==> src/rtl/rx_digit_display_pkg.sv <==
// Shared constants for the received-digit display: ASCII codes, blank digit, 7-segment patterns
// and the byte classifier used by the decode stage.
package rx_digit_display_pkg;

    localparam logic [7:0] ASCII_0   = 8'h30;
    localparam logic [7:0] ASCII_9   = 8'h39;
    localparam logic [7:0] ASCII_BS  = 8'h08;
    localparam logic [7:0] ASCII_ESC = 8'h1B;

    localparam logic [3:0]  DIG_BLANK = 4'hF;
    localparam logic [15:0] BUF_BLANK = {4{DIG_BLANK}};

    // Active-high {dp,g,f,e,d,c,b,a}; dp is never lit.
    localparam logic [7:0] SEG_OFF = 8'h00;
    localparam logic [7:0] SEG_0   = 8'h3F;
    localparam logic [7:0] SEG_1   = 8'h06;
    localparam logic [7:0] SEG_2   = 8'h5B;
    localparam logic [7:0] SEG_3   = 8'h4F;
    localparam logic [7:0] SEG_4   = 8'h66;
    localparam logic [7:0] SEG_5   = 8'h6D;
    localparam logic [7:0] SEG_6   = 8'h7D;
    localparam logic [7:0] SEG_7   = 8'h07;
    localparam logic [7:0] SEG_8   = 8'h7F;
    localparam logic [7:0] SEG_9   = 8'h6F;

    typedef enum logic [1:0] {
        BYTE_DIGIT,
        BYTE_BS,
        BYTE_ESC,
        BYTE_OTHER
    } byte_kind_e;

    function automatic byte_kind_e classify_byte(input logic [7:0] b);
        if (b >= ASCII_0 && b <= ASCII_9) return BYTE_DIGIT;
        if (b == ASCII_BS)                return BYTE_BS;
        if (b == ASCII_ESC)               return BYTE_ESC;
        return BYTE_OTHER;
    endfunction

endpackage

==> src/rtl/rx_digit_display_seg7_bcd_enc.sv <==
// Combinational BCD to active-high 7-segment encoder; codes A..F (including blank) light nothing.
module seg7_bcd_enc
    import rx_digit_display_pkg::*;
(
    input  logic [3:0] bcd,
    output logic [7:0] seg
);

    always_comb begin
        seg = SEG_OFF;
        case (bcd)
            4'd0:    seg = SEG_0;
            4'd1:    seg = SEG_1;
            4'd2:    seg = SEG_2;
            4'd3:    seg = SEG_3;
            4'd4:    seg = SEG_4;
            4'd5:    seg = SEG_5;
            4'd6:    seg = SEG_6;
            4'd7:    seg = SEG_7;
            4'd8:    seg = SEG_8;
            4'd9:    seg = SEG_9;
            default: seg = SEG_OFF;
        endcase
    end

endmodule

==> src/rtl/rx_digit_display.sv <==
// Collects received ASCII digits into a 4-digit shift buffer (with backspace/escape editing)
// and scans the buffer onto a 4-digit multiplexed 7-segment display.
module rx_digit_display
    import rx_digit_display_pkg::*;
#(
    parameter int CLK_HZ      = 50_000_000,
    parameter int SCAN_HZ     = 1000,
    parameter bit SEG_ACT_LOW = 1'b1
) (
    input  logic        clk,
    input  logic        rst_n,
    input  logic        rx_valid,
    input  logic [7:0]  rx_data,
    input  logic        clear,
    output logic [7:0]  seg,
    output logic [3:0]  dig_sel,
    output logic [15:0] digits_bcd,
    output logic        err_pulse
);

    localparam int TICK_MAX = CLK_HZ / SCAN_HZ - 1;
    localparam int TICK_W   = (TICK_MAX > 0) ? $clog2(TICK_MAX + 1) : 1;
    localparam logic [TICK_W-1:0] TICK_LAST = TICK_W'(TICK_MAX);

    function automatic logic [7:0] pol_seg(input logic [7:0] s);
        return SEG_ACT_LOW ? ~s : s;
    endfunction

    function automatic logic [3:0] pol_dig(input logic [3:0] d);
        return SEG_ACT_LOW ? ~d : d;
    endfunction

    byte_kind_e        kind;
    logic [15:0]       digits_p0;
    logic              err_p0;
    logic [TICK_W-1:0] tick_cnt;
    logic [1:0]        idx;
    logic [3:0]        cur_digit;
    logic [7:0]        seg_hi;
    logic [7:0]        seg_p1;
    logic [3:0]        dig_sel_p1;

    assign kind = classify_byte(rx_data);

    // Stage p0: byte decode into the digit buffer; clear wins over a same-cycle byte.
    always_ff @(posedge clk or negedge rst_n) begin
        if (!rst_n) begin
            digits_p0 <= BUF_BLANK;
            err_p0    <= 1'b0;
        end else begin
            err_p0 <= 1'b0;
            if (clear) begin
                digits_p0 <= BUF_BLANK;
            end else if (rx_valid) begin
                case (kind)
                    BYTE_DIGIT: digits_p0 <= {digits_p0[11:0], rx_data[3:0]};
                    BYTE_BS:    digits_p0 <= {DIG_BLANK, digits_p0[15:4]};
                    BYTE_ESC:   digits_p0 <= BUF_BLANK;
                    default:    err_p0    <= 1'b1;
                endcase
            end
        end
    end

    always_ff @(posedge clk or negedge rst_n) begin
        if (!rst_n) begin
            tick_cnt <= '0;
            idx      <= 2'd0;
        end else if (tick_cnt == TICK_LAST) begin
            tick_cnt <= '0;
            idx      <= idx + 2'd1;
        end else begin
            tick_cnt <= tick_cnt + TICK_W'(1);
        end
    end

    assign cur_digit = digits_p0[{idx, 2'b00} +: 4];

    seg7_bcd_enc u_enc (
        .bcd (cur_digit),
        .seg (seg_hi)
    );

    // Stage p1: registered display drive, polarity applied here.
    always_ff @(posedge clk or negedge rst_n) begin
        if (!rst_n) begin
            seg_p1     <= pol_seg(SEG_OFF);
            dig_sel_p1 <= pol_dig(4'b0001);
        end else begin
            seg_p1     <= pol_seg(seg_hi);
            dig_sel_p1 <= pol_dig(4'b0001 << idx);
        end
    end

    assign seg        = seg_p1;
    assign dig_sel    = dig_sel_p1;
    assign digits_bcd = digits_p0;
    assign err_pulse  = err_p0;

endmodule

==> config.mk <==
export PLATFORM = sky130hd
export DESIGN_NAME = rx_digit_display
export DESIGN_NICKNAME = d
export VERILOG_FILES = /design/src/rtl/rx_digit_display_pkg.sv /design/src/rtl/rx_digit_display_seg7_bcd_enc.sv /design/src/rtl/rx_digit_display.sv
export SDC_FILE = /design/constraint.sdc
export NUM_CORES = 1
export LEC_CHECK = 0
export CAP_MARGIN = 20
export CORE_MARGIN = 2
export CORE_UTILIZATION = 58
export DETAILED_ROUTE_END_ITERATION = 6
export PLACE_DENSITY_LB_ADDON = 0.08
export SETUP_SLACK_MARGIN = 0.3
export SLEW_MARGIN = 10
export SYNTH_ARGS = -nofsm -noshare
export SYNTH_HDL_FRONTEND = slang
export SYNTH_SLANG_ARGS = --single-unit
==> constraint.sdc <==
create_clock -name clk -period 4.91 [get_ports clk]
set_input_delay 0.982 -clock clk [delete_from_list [all_inputs] [get_ports clk]]
set_output_delay 0.982 -clock clk [all_outputs]
set_load 0.005 [all_outputs]
======== Word-level counts from Yosys, hierarchy flattened ========
Memories as Yosys holds them, arrays and structs flattened.
Cells that the tools add are included.
word-level totals
  bits in registers ....................... 47
  ROM bits ................................ 112
  input bits .............................. 12
  logic and storage cells ................. 45
  memories ................................ 1
memories
  name              depth  bits a word  rd ports  clocked after Yosys merged registers in  wr ports  RTL line                             text
  (name not given)  16     7            1         0                                        0         rx_digit_display_seg7_bcd_enc.sv:11  case (bcd)
cells by class
  add/subtract/negate cells ............... 2
  magnitude comparators ................... 2
  equality and inequality tests ........... 5
  shift-type cells ........................ 2
  mux-type cells .......................... 19
  bitwise gates (word level) .............. 2
  reduce and logical (&&, ||, !) cells .... 6
operators with widths
  kind                     count
  $mux W16                 3
  $pmux W16 S3             1
  $add A16 B1 Y16 const B  1
  $eq A16 B16 Y1 const B   1
  $shiftx A16 B5 Y4        1
  $mux W2                  6
  $mux W1                  9
  $eq A8 B4 Y1 const B     1
  $eq A8 B5 Y1 const B     1
  $ge A8 B6 Y1 const B     1
  $le A8 B6 Y1 const B     1
  $not A8 Y8               1
  $not A4 Y4               1
  $reduce_bool A4 Y1       1
  $shl A1 B2 Y4 const A    1
  $reduce_or A3 Y1         1
  $add A2 B1 Y2 const B    1
  $eq A2 B1 Y1 const B     1
  $eq A2 B2 Y1 const B     1
  $logic_not A2 Y1         1
  $reduce_and A2 Y1        1
  $reduce_bool A2 Y1       1
  $logic_and A1 B1 Y1      1

======== Logic depth before layout (Yosys ltp) ========
Gate-level depths: netlist of run 1.
  depth in word-level cells ............... 14
  gate-level depth with buffers ........... 11

======== Hierarchy ========
From an unflattened synthesis of run 1, not the netlist that was laid out.
second synthesis, totals
  cell total of the unflattened synthesis .. 275
  area, all modules ....................... 2672.6 µm²
modules (own cells, without submodules)
  module            times used  cells each  area each (µm²)  seq. area each (µm²)
  rx_digit_display  1           245         2441.1           1209.9
  seg7_bcd_enc      1           30          231.5            0.0

======== Worst setup path before layout of run 1 ========
OpenSTA, ideal clock, no wires.
  path kind ............................... input to register
  start point ............................. input rx_data[5]
  end point ............................... register digits_p0[14], in the netlist digits_bcd[14]
  arrival ................................. 2.671 ns
  path slack .............................. 2.158 ns
  stages on the path ...................... 8
  path buffers ............................ 1
  cell sequence ........................... nor3b_2 > nand3_1 > a21o_1 > ha_1 > clkbuf_1 > inv_1 > a2111o_1 > o221a_2
on the way
  longest elaborated chain between the ends .. 11
  elaborated cells between the ends (all ways) .. 24
  classes of those cells .................. order compare: 2; eq/ne: 4; mux: 14; reduce/logical: 4
ends and longest elaborated chain
  item                                  RTL line                    text
  from (decl)                           rx_digit_display.sv:13      input logic [7:0] rx_data,
  $eq A8 B5 Y1                          rx_digit_display_pkg.sv:36  if (b == ASCII_ESC) return BYTE_ESC;
  $mux W1 (2 in series)                 rx_digit_display_pkg.sv:36
  $mux W1                               rx_digit_display_pkg.sv:35  if (b == ASCII_BS) return BYTE_BS;
  $mux W2                               rx_digit_display_pkg.sv:37  return BYTE_OTHER;
  $mux W2                               rx_digit_display_pkg.sv:36
  $mux W2 *                             rx_digit_display_pkg.sv:35
  $eq A2 B2 Y1 (tied with other cells)  rx_digit_display.sv:55      case (kind)
  $pmux W16 S3                          rx_digit_display.sv:55
  $mux W16                              rx_digit_display.sv:54      end else if (rx_valid) begin
  $mux W16                              rx_digit_display.sv:52      if (clear) begin
  to (signal assigned)                  rx_digit_display.sv:56      BYTE_DIGIT: digits_p0 <= {digits_p0[11:0], rx_data[3:0]};
  to (signal assigned)                  rx_digit_display.sv:57      BYTE_BS: digits_p0 <= {DIG_BLANK, digits_p0[15:4]};
  to (decl)                             rx_digit_display.sv:34      logic [15:0] digits_p0;
Every way passes the cells marked *; elsewhere a longest branch is shown, timed or not. The select of a mux whose other input is x is not followed.
A chain may end at the register's enable or synchronous reset.

======== Worst setup path after layout of run 1 ========
  start point ............................. input rx_data[3]
  end point ............................... register digits_p0[13], in the netlist digits_bcd[13]
Same word-level chain as after synthesis.

==> results of run 1 <==
[flip-flops by register name, summed over array words and instances (netlist names)]
name,flops
dig_sel,4
digits_bcd,16
err_pulse,1
idx,2
seg,7
tick_cnt,16
[where the power goes]
group	leakage [nW]	total, mW	internal, mW	switching (mW)
Sequential	0.538	0.385	0.383	0.00199
Combinational	0.789	0.0502	0.0206	0.0296
Clock	0.0544	0.258	0.129	0.129
Total	1.38	0.693	0.533	0.160
[layer usage]
metal	routed length, um	GRT usage, %	vias to the layer above
li1	-	-	1006
met3	354	4.99	6
met5	0	0	-
met1	2370	30.6	957
met4	61	7.34	0
met2	2500	33.8	79
[synth_stat cells (all sizes together)]
cell      n
nand2     9
nand4     4
and2      1
or4       1
a21o      1
or3       1
a22oi     3
o21ai     7
mux2      1
and3      3
o31ai     2
or2       1
nor2     35
and4      1
a21oi    31
buf       6
nor2b     1
nand3     7
nor3     11
a2bb2oi   1
o221a     4
inv      28
o21ba     1
xnor2     6
o21a      2
clkbuf    8
mux4      5
a32oi    10
xor2      8
dfstp    26
nor3b     1
a311oi    1
a2111o    1
conb      1
nand2b    2
ha       14
a31oi     1
nor4b     1
dfrtp    20
or4b      1
[how the worst min path moves through the flow]
| stage | endpoint | cells past startpoint | slack [ns] |
|---|---|---|---|
| after floorplan | tick_cnt[0]$_DFF_PN0_ | 1 | 0.45 |
| after global placement | tick_cnt[0]$_DFF_PN0_ | 1 | 0.47 |
| after detailed placement | tick_cnt[0]$_DFF_PN0_ | 1 | 0.48 |
| after CTS | tick_cnt[0]$_DFF_PN0_ | 1 | 0.49 |
| after global routing | tick_cnt[12]$_DFF_PN0_ | 1 | 0.52 |
| final | tick_cnt[0]$_DFF_PN0_ | 1 | 0.49 |
[cell families after synthesis]
family / after synthesis
AOI/OAI and AO/OA: 65
xor gates and xnor gates: 14
adders and majority gates: 14
buffers and inverters: 42
DFF: 46
muxes: 6
other: 1
and+or+nand+nor: 80
[per-stage QoR]
| step | cells | utilization [%] | setup WS [ns] |
|---|---|---|---|
| 4_1_cts | 355 | 71.6 | 1.55 |
| 3_3_place_gp | 347 | 69.2 | 1.31 |
| 3_5_place_dp | 347 | 69.2 | 1.23 |
| 2_1_floorplan | 268 | - | 2.16 |
| 5_1_grt | 355 | 71.6 | 1.31 |
| 6_report | 355 | 71.6 | 1.53 |
[layout make-up]
type / instances / area share, %
Clock inverter: 1 / 0.281
Multi-Input combinational cell: 180 / 40.3
Timing Repair Buffer: 41 / 12.8
Sequential cell: 46 / 38.0
Inverter: 28 / 3.37
Tap cell: 52 / 2.09
Clock buffer: 7 / 3.09
==> flow_summary.json, run 1 <==
{
  "status": "finished, final reports clean",
  "multi_input_area_mm2": 0.00126,
  "cpMaxStageDelayCell": "ha_1",
  "syn_nets": 294,
  "drt_iter0_drc": 170,
  "final_cell_area_mm2": 0.00312,
  "antenna_found_initial": 0,
  "grt.total_usage_pct": 21.9,
  "rsz0062_at_grt": "false",
  "wl_per_cell_um": 14.9,
  "cts_inserted_buffers": 5,
  "final_cell_mix": "clkdlybuf4s50_1 (38), nor2_1 (35), a21oi_1 (31)",
  "crit_chain": "clkdlybuf4s50_1 > nor3b_2 > nand3_1 > a21o_1 > ha_1 > inv_1 > a2111o_1 > o221a_2",
  "slew_viol_final": 0,
  "max_slew_margin_pct": 34.6,
  "syn-cell-area_mm2": 0.00262,
  "gp_congestion": 0.811,
  "crit_family": "compound AO/OA/AOI/OAI gates",
  "clk-insertion-delay-late_ns": 0.30,
  "worstSetupStartpointType": "input pin",
  "clock_skew_ns": 0.00595,
  "dpl.hpwl_um": 3740,
  "final_common_cell": "clkdlybuf4s50_1",
  "fp.dieH_um": 71.1,
  "synth_compound_area_share_pct": 16.4,
  "drv_cap": 0,
  "synth-seq-cells": 46,
  "synth_xor_area_share_pct": 4.69,
  "critical-path-max-stage-delay_ns": 0.75,
  "post_cts_resized": 0,
  "hold_violations": 0,
  "crit_path_end": "digits_bcd[13]$_DFFE_PN1P_",
  "htreeDepth": 2,
  "power_mw": 0.693,
  "r2r_end": "idx[1]$_DFFE_PN0N_",
  "hold_path_class": "register to register",
  "worst_slew_pin_slew_ns": 0.980,
  "synth_area_leaders": "dfstp_2 (26%), dfrtp_1 (19%), ha_1 (6.7%), a21oi_1 (5.9%), nor2_1 (5.0%)",
  "worstHoldStart": "tick_cnt[0]$_DFF_PN0_",
  "yosys.area.top_type": "dfstp_2",
  "initial_core_util_pct": 60.1,
  "die-area_mm2": 0.00506,
  "power_density_mw_per_mm2": 222,
  "crit_start": "rx_data[3]",
  "clock_sinks": 46,
  "ant_nets": 0,
  "cp.depth": 8,
  "synth_top_family_by_area": "compound AO/OA/AOI/OAI gates",
  "muxShareOfSynthArea_pct": 4.74,
  "ir_drop_v": 0.000130,
  "rows": 24,
  "fmax_ghz": 0.296,
  "vias": 2048,
  "yosysSeqAreaShare_pct": 45.3,
  "postSynthAreaPerCell_um2": 9.76,
  "area_growth_pct": 19.2,
  "timing.rr.start": "tick_cnt[7]$_DFF_PN0_",
  "cts_setup_buffers": 0,
  "fin_crit_sh_pct": 68.8,
  "whs_ns": 0.490,
  "globalRouteOverflowTotal": 0,
  "grt_pass1_vias": 1803,
  "critPathKind": "input pin to register",
  "avgViaCountPerCell": 5.77,
  "die_w_um": 71.1,
  "yosysWarnings": 0,
  "cp-end-kind": "register",
  "port_buffers": 39,
  "cts_tree": "built",
  "path_clk_slew_ns": 0.08,
  "dpl-instance-area_mm2": 0.00301,
  "postRouteWirelength_um": 5290,
  "worstPathArrival_ns": 3.61,
  "clock_path_buffers": 2,
  "regArea_mm2": 0.00118,
  "drc": 0,
  "finalNetCount": 328,
  "finalSetupViolations": 0,
  "critPathRequiredTime_ns": 5.14,
  "io_pins": 41,
  "synthDistinctLibCells": 44,
  "dr.pass1.iters": 4,
  "cts_hold_buf": 0,
  "fin_setup_tns_ns": 0,
  "total_leakage_power_nw": 1.38,
  "netlist_instances": 268,
  "fillCellCount": 346,
  "root_buffer": "clkbuf_8",
  "period_minus_slack_ns": 3.38,
  "synth_fa_ha_area_share_pct": 6.70,
  "r2r_slack_ns": 2.75,
  "grt_pass1_wl_um": 8620,
  "netlist.area_leader.share_pct": 26.1,
  "drive_gt1_share_pct": 16.5,
  "n_antenna_cell": 0,
  "synth-simple-area-share_pct": 15.5,
  "crit_buf_inv": 2,
  "coreArea_mm2": 0.00435,
  "grt_max_degree": 47,
  "crit_path_max_fanout": 26,
  "reg2reg_depth": 3
}
Note: power is estimated with default switching activity, not from simulation.
==> run 2: changes to the inputs <==
- CORE_UTILIZATION: 58 -> 54
- clock period: 4.91 -> 3.35 ns (I/O delays scaled with it)
==> run 2 against run 1 <==
  * Non-clock buffer count up 2
  * Combinational power up 48%
  * Hold slack better by 0.0062 ns
  * Setup slack worse by 0.92 ns
  * Largest cell class unchanged
==> flow_summary.json, run 2 (same netlist as run 1, synthesis figures left out) <==
{
  "status": "finished, final reports clean",
  "fillCellCount": 372,
  "fin_setup_tns_ns": 0,
  "critPathKind": "input pin to register",
  "p_sw_share_pct": 22.7,
  "port_buffers": 39,
  "n_antenna_cell": 0,
  "ir_drop_v": 0.000156,
  "cts_inserted_buffers": 5,
  "antenna_found_initial": 0,
  "path_clk_slew_ns": 0.09,
  "period_minus_slack_ns": 2.73,
  "switchingPower_mw": 0.240,
  "cp-end-kind": "register",
  "drt_iter0_drc": 101,
  "drc": 0,
  "fin_cells": 359,
  "final_common_cell": "clkdlybuf4s50_1",
  "area_growth_pct": 20.1,
  "die_w_um": 73.6,
  "rsz0062_at_grt": "false",
  "finalSetupViolations": 0,
  "grt_pass1_wl_um": 8560,
  "worstPathArrival_ns": 2.95,
  "use_met3_pct": 5.08,
  "p_int_mw": 0.816,
  "ant_nets": 0,
  "p_clk_share_pct": 39.5,
  "gp_congestion": 0.841,
  "io_pins": 41,
  "p_comb_share_pct": 7.1,
  "grt_pass1_vias": 1782,
  "regArea_mm2": 0.00118,
  "grt.total_usage_pct": 20.6,
  "sequentialPowerShare_pct": 53.5,
  "cts_hold_buf": 0,
  "avgViaCountPerCell": 5.69,
  "max_slew_margin_pct": 34.9,
  "wl_per_cell_um": 14.6,
  "root_buffer": "clkbuf_8",
  "drive_gt1_share_pct": 17.0,
  "vias": 2044,
  "fin_crit_sh_pct": 81.6,
  "total_leakage_power_nw": 1.40,
  "grt_max_degree": 47,
  "worstSetupStartpointType": "input pin",
  "hold_violations": 0,
  "clock_path_buffers": 2,
  "clock_sinks": 46,
  "gr-usage-met1_pct": 30.7,
  "rows": 25,
  "slew_viol_final": 0,
  "drv_cap": 0,
  "dpl.hpwl_um": 3760,
  "finalNetCount": 330,
  "clock_skew_ns": 0.00592,
  "critPathRequiredTime_ns": 3.57,
  "postRouteWirelength_um": 5260,
  "cts_tree": "built",
  "cts_setup_buffers": 0,
  "hold_path_class": "register to register",
  "power_density_mw_per_mm2": 336,
  "multi_input_area_mm2": 0.00126,
  "dr.pass1.iters": 5,
  "globalRouteOverflowTotal": 0,
  "die-area_mm2": 0.00542,
  "clk-insertion-delay-late_ns": 0.30,
  "coreArea_mm2": 0.00469,
  "htreeDepth": 2,
  "post_cts_resized": 0,
  "fmax_ghz": 0.366,
  "worst_slew_pin_slew_ns": 0.977,
  "final_cell_mix": "clkdlybuf4s50_1 (38), nor2_1 (35), a21oi_1 (31)",
  "crit_path_max_fanout": 16,
  "initial_core_util_pct": 55.7,
  "busiest_layer": "met2",
  "grtUsageMet2_pct": 30.9,
  "numPlacedInstances": 351,
  "fp.dieH_um": 73.6
}
==> run 2: cell count changes in the layout (fill, tap and decap cells not counted), sizes merged <==
cell	before	now
inv	28	29
buf	3	5
bufinv	0	1
clkbuf	7	5
==> run 2: per-layer routing <==
| metal | share of wire (%) | up-vias |
|---|---|---|
| met1 | 47 | 972 |
| met2 | 47 | 65 |
| met5 | 0 | - |
| li1 | - | 1005 |
| met4 | 0.46 | 0 |
| met3 | 5.7 | 2 |
==> run 2: area by class of cell <==
cell class,count,area share (%)
clock buffer,5,2.19
clock inverter,3,1.39
inverter,28,3.35
multi-input combinational,180,40.0
sequential,46,37.7
tap,54,2.15
timing repair buffer,43,13.2
==> run 2: power groups by stage <==
stage               Clock, mW  Sequential, mW  Combinational (mW)
floorplan                   0           0.573              0.0350
global placement            0           0.574              0.0747
finish                  0.417           0.564              0.0745
detailed placement          0           0.574              0.0751
global route            0.449           0.565              0.0843
CTS                     0.426           0.564              0.0753
==> run 2: critical path: stages <==
cell	delay, ns
clkdlybuf4s50_1	0.47
nor3b_2	0.25
nand3_1	0.10
a21o_1	0.21
inv_1	0.06
ha_1	0.49
o21a_1	0.21
o31ai_1	0.06
buf_4	0.20
a32oi_1	0.22
==> run 2: path summary, 6_finish.rpt <==
kind | to | slack (ns) | cells after the start | start
max in group asynchronous | tick_cnt[8]$_DFF_PN0_ | 2.22 | 1 | rst_n
max | digits_bcd[6]$_DFFE_PN1P_ | 0.62 | 10 | rx_data[5]
min | tick_cnt[0]$_DFF_PN0_ | 0.50 | 1 | tick_cnt[0]$_DFF_PN0_
min reg2reg | tick_cnt[0]$_DFF_PN0_ | 0.50 | 1 | tick_cnt[0]$_DFF_PN0_
min in group asynchronous | err_pulse$_DFF_PN0_ | 0.53 | 1 | rst_n
max reg2reg | idx[1]$_DFFE_PN0N_ | 1.26 | 4 | tick_cnt[7]$_DFF_PN0_
==> run 2: per-stage QoR <==
| stage | utilization [%] | setup WS, ns | total power, mW | hold WS [ns] | cell area, um2 |
|---|---|---|---|---|---|
| floorplan | - | 0.910 | 0.608 | 0.374 | 2620 |
| global placement | 64.6 | 0.417 | 0.648 | 0.477 | 3030 |
| detailed placement | 64.6 | 0.319 | 0.649 | 0.483 | 3030 |
| CTS | 67.0 | 0.622 | 1.07 | 0.495 | 3140 |
| global route | 67.0 | 0.394 | 1.10 | 0.517 | 3140 |
| finish | 67.0 | 0.615 | 1.06 | 0.496 | 3140 |
==> run 3: changes to the inputs <==
- clock period: 3.35 -> 2.7 ns (I/O delays scaled with it)
==> run 3 against run 2 <==
  * Combinational power increased by 44%
  * Routed wire length increased by 5.8%
  * Clock skew about the same
  * Design area increased by 2.7%
  * Sequential power increased by 24%
  * Hold slack got worse by 0.32 ns
  * Total power increased by 15%
  * Flip-flop and latch count unchanged
  * Sequential share of layout area decreased by 0.99 points
  * Global-route usage increased by 0.65 points
  * Critical endpoint is now digits_bcd[12]$_DFFE_PN1P_
  * Largest power group unchanged
  * Highest routed layer unchanged
==> flow_summary.json, run 3 (same netlist as run 1, synthesis figures left out) <==
{
  "grt_max_degree": 19,
  "rows": 25,
  "ir_drop_v": 0.000200,
  "slew_viol_final": 0,
  "fp.dieH_um": 73.6,
  "worstSetupStartpointType": "input pin",
  "ant_nets": 0,
  "fin_setup_tns_ns": 0,
  "clock_skew_ns": 0.00559,
  "wl_per_cell_um": 15.1,
  "status": "finished, final reports clean",
  "io_pins": 41,
  "port_buffers": 39,
  "numPlacedInstances": 359,
  "die-area_mm2": 0.00542,
  "finalSetupViolations": 0,
  "cts_tree": "built",
  "sequentialPowerShare_pct": 57.5,
  "antenna_found_initial": 0,
  "cts_setup_buffers": 0,
  "power_density_mw_per_mm2": 377,
  "coreArea_mm2": 0.00469,
  "cts_hold_buf": 0,
  "grt.total_usage_pct": 21.2,
  "drt_iter0_drc": 107,
  "htreeDepth": 2,
  "hold_path_class": "input pin to async pin",
  "avgViaCountPerCell": 5.74,
  "critPathRequiredTime_ns": 2.93,
  "clock_path_buffers": 2,
  "drive_gt1_share_pct": 20.7,
  "p_comb_share_pct": 8.8,
  "gp_congestion": 0.821,
  "hold_violations": 0,
  "p_clk_share_pct": 33.7,
  "finalWorstSetupSlack_ns": 0.396,
  "clock_sinks": 46,
  "postRouteWirelength_um": 5560,
  "cp-end-kind": "register",
  "vias": 2113,
  "p_sw_share_pct": 23.9,
  "finalNetCount": 339,
  "n_antenna_cell": 0,
  "die_w_um": 73.6,
  "final_cell_mix": "clkdlybuf4s50_1 (37), nor2_1 (35), a21oi_1 (31)",
  "root_buffer": "clkbuf_8",
  "switchingPower_mw": 0.290,
  "fin_cells": 368,
  "period_minus_slack_ns": 2.30,
  "path_clk_slew_ns": 0.08,
  "worstPathArrival_ns": 2.53,
  "dpl.hpwl_um": 4010,
  "final_common_cell": "clkdlybuf4s50_1",
  "pre_cts_ws_ns": 0.0267,
  "drv_cap": 0,
  "power_mw": 1.22,
  "fmax_ghz": 0.434,
  "critPathKind": "input pin to register",
  "crit_path_max_fanout": 4,
  "cts_inserted_buffers": 5,
  "total_leakage_power_nw": 1.43,
  "drc": 0,
  "clk-insertion-delay-late_ns": 0.30,
  "p_int_mw": 0.927,
  "grt_pass1_vias": 1865,
  "rsz0062_at_grt": "false",
  "grt_pass1_wl_um": 8810,
  "fin_crit_sh_pct": 85.3,
  "initial_core_util_pct": 55.7,
  "area_growth_pct": 23.4,
  "dr.pass1.iters": 4,
  "globalRouteOverflowTotal": 0
}
==> run 3: what timing repair did <==
| item | CTS | global route |
|---|---|---|
| gates resized for setup | 0 | 12 |
| hold endpoints to repair | 0 | 0 |
| setup endpoints to repair | 0 | 16 |
==> run 3: worst paths after layout <==
check,slack [ns],endpoint,start,cells past startpoint
min in group clk,0.50,tick_cnt[0]$_DFF_PN0_,tick_cnt[0]$_DFF_PN0_,1
max,0.40,digits_bcd[12]$_DFFE_PN1P_,rx_data[3],8
max reg2reg,0.73,idx[1]$_DFFE_PN0N_,tick_cnt[7]$_DFF_PN0_,3
min,0.17,err_pulse$_DFF_PN0_,rst_n,1
max in group asynchronous,1.91,digits_bcd[7]$_DFFE_PN1P_,rst_n,2
min reg2reg,0.50,tick_cnt[0]$_DFF_PN0_,tick_cnt[0]$_DFF_PN0_,1
==> run 3: power groups by stage <==
| stage | combinational (mW) | sequential [mW] | clock, mW |
|---|---|---|---|
| floorplan | 0.0434 | 0.711 | 0 |
| global placement | 0.100 | 0.712 | 0 |
| detailed placement | 0.102 | 0.712 | 0 |
| CTS | 0.102 | 0.700 | 0.421 |
| global route | 0.118 | 0.701 | 0.442 |
| finish | 0.107 | 0.700 | 0.410 |
==> run 3: area by class of cell <==
class	instances	area, um2
Clock buffer	7	76.3
Clock inverter	1	7.51
Fill cell	364	1470
Inverter	28	105
Multi-Input combinational cell	180	1300
Sequential cell	46	1180
Tap cell	54	67.6
Timing Repair Buffer	52	489
==> run 3: routing by layer <==
layer	global-route usage, %	vias up	wire [um]
met2	32.0	70	2550
met4	7.27	0	86
met1	30.7	1009	2650
met3	3.98	8	276
met5	0	-	0
li1	-	1026	-
==> run 3: per-stage QoR <==
step / utilization, % / hold WS (ns) / cell area, um2
after floorplan: - / 0.244 / 2620
after CTS: 67.6 / 0.165 / 3170
final: 68.8 / 0.171 / 3230
after detailed placement: 65.8 / 0.486 / 3090
after global routing: 68.8 / 0.192 / 3230
after global placement: 65.8 / 0.478 / 3090
==> run 3: worst max-delay path: stages <==
cell,delay (ns)
clkdlybuf4s50_1,0.49
nor3b_4,0.23
nand3_1,0.10
a21o_1,0.24
ha_4,0.29
inv_1,0.03
a2111o_1,0.34
o221a_2,0.27
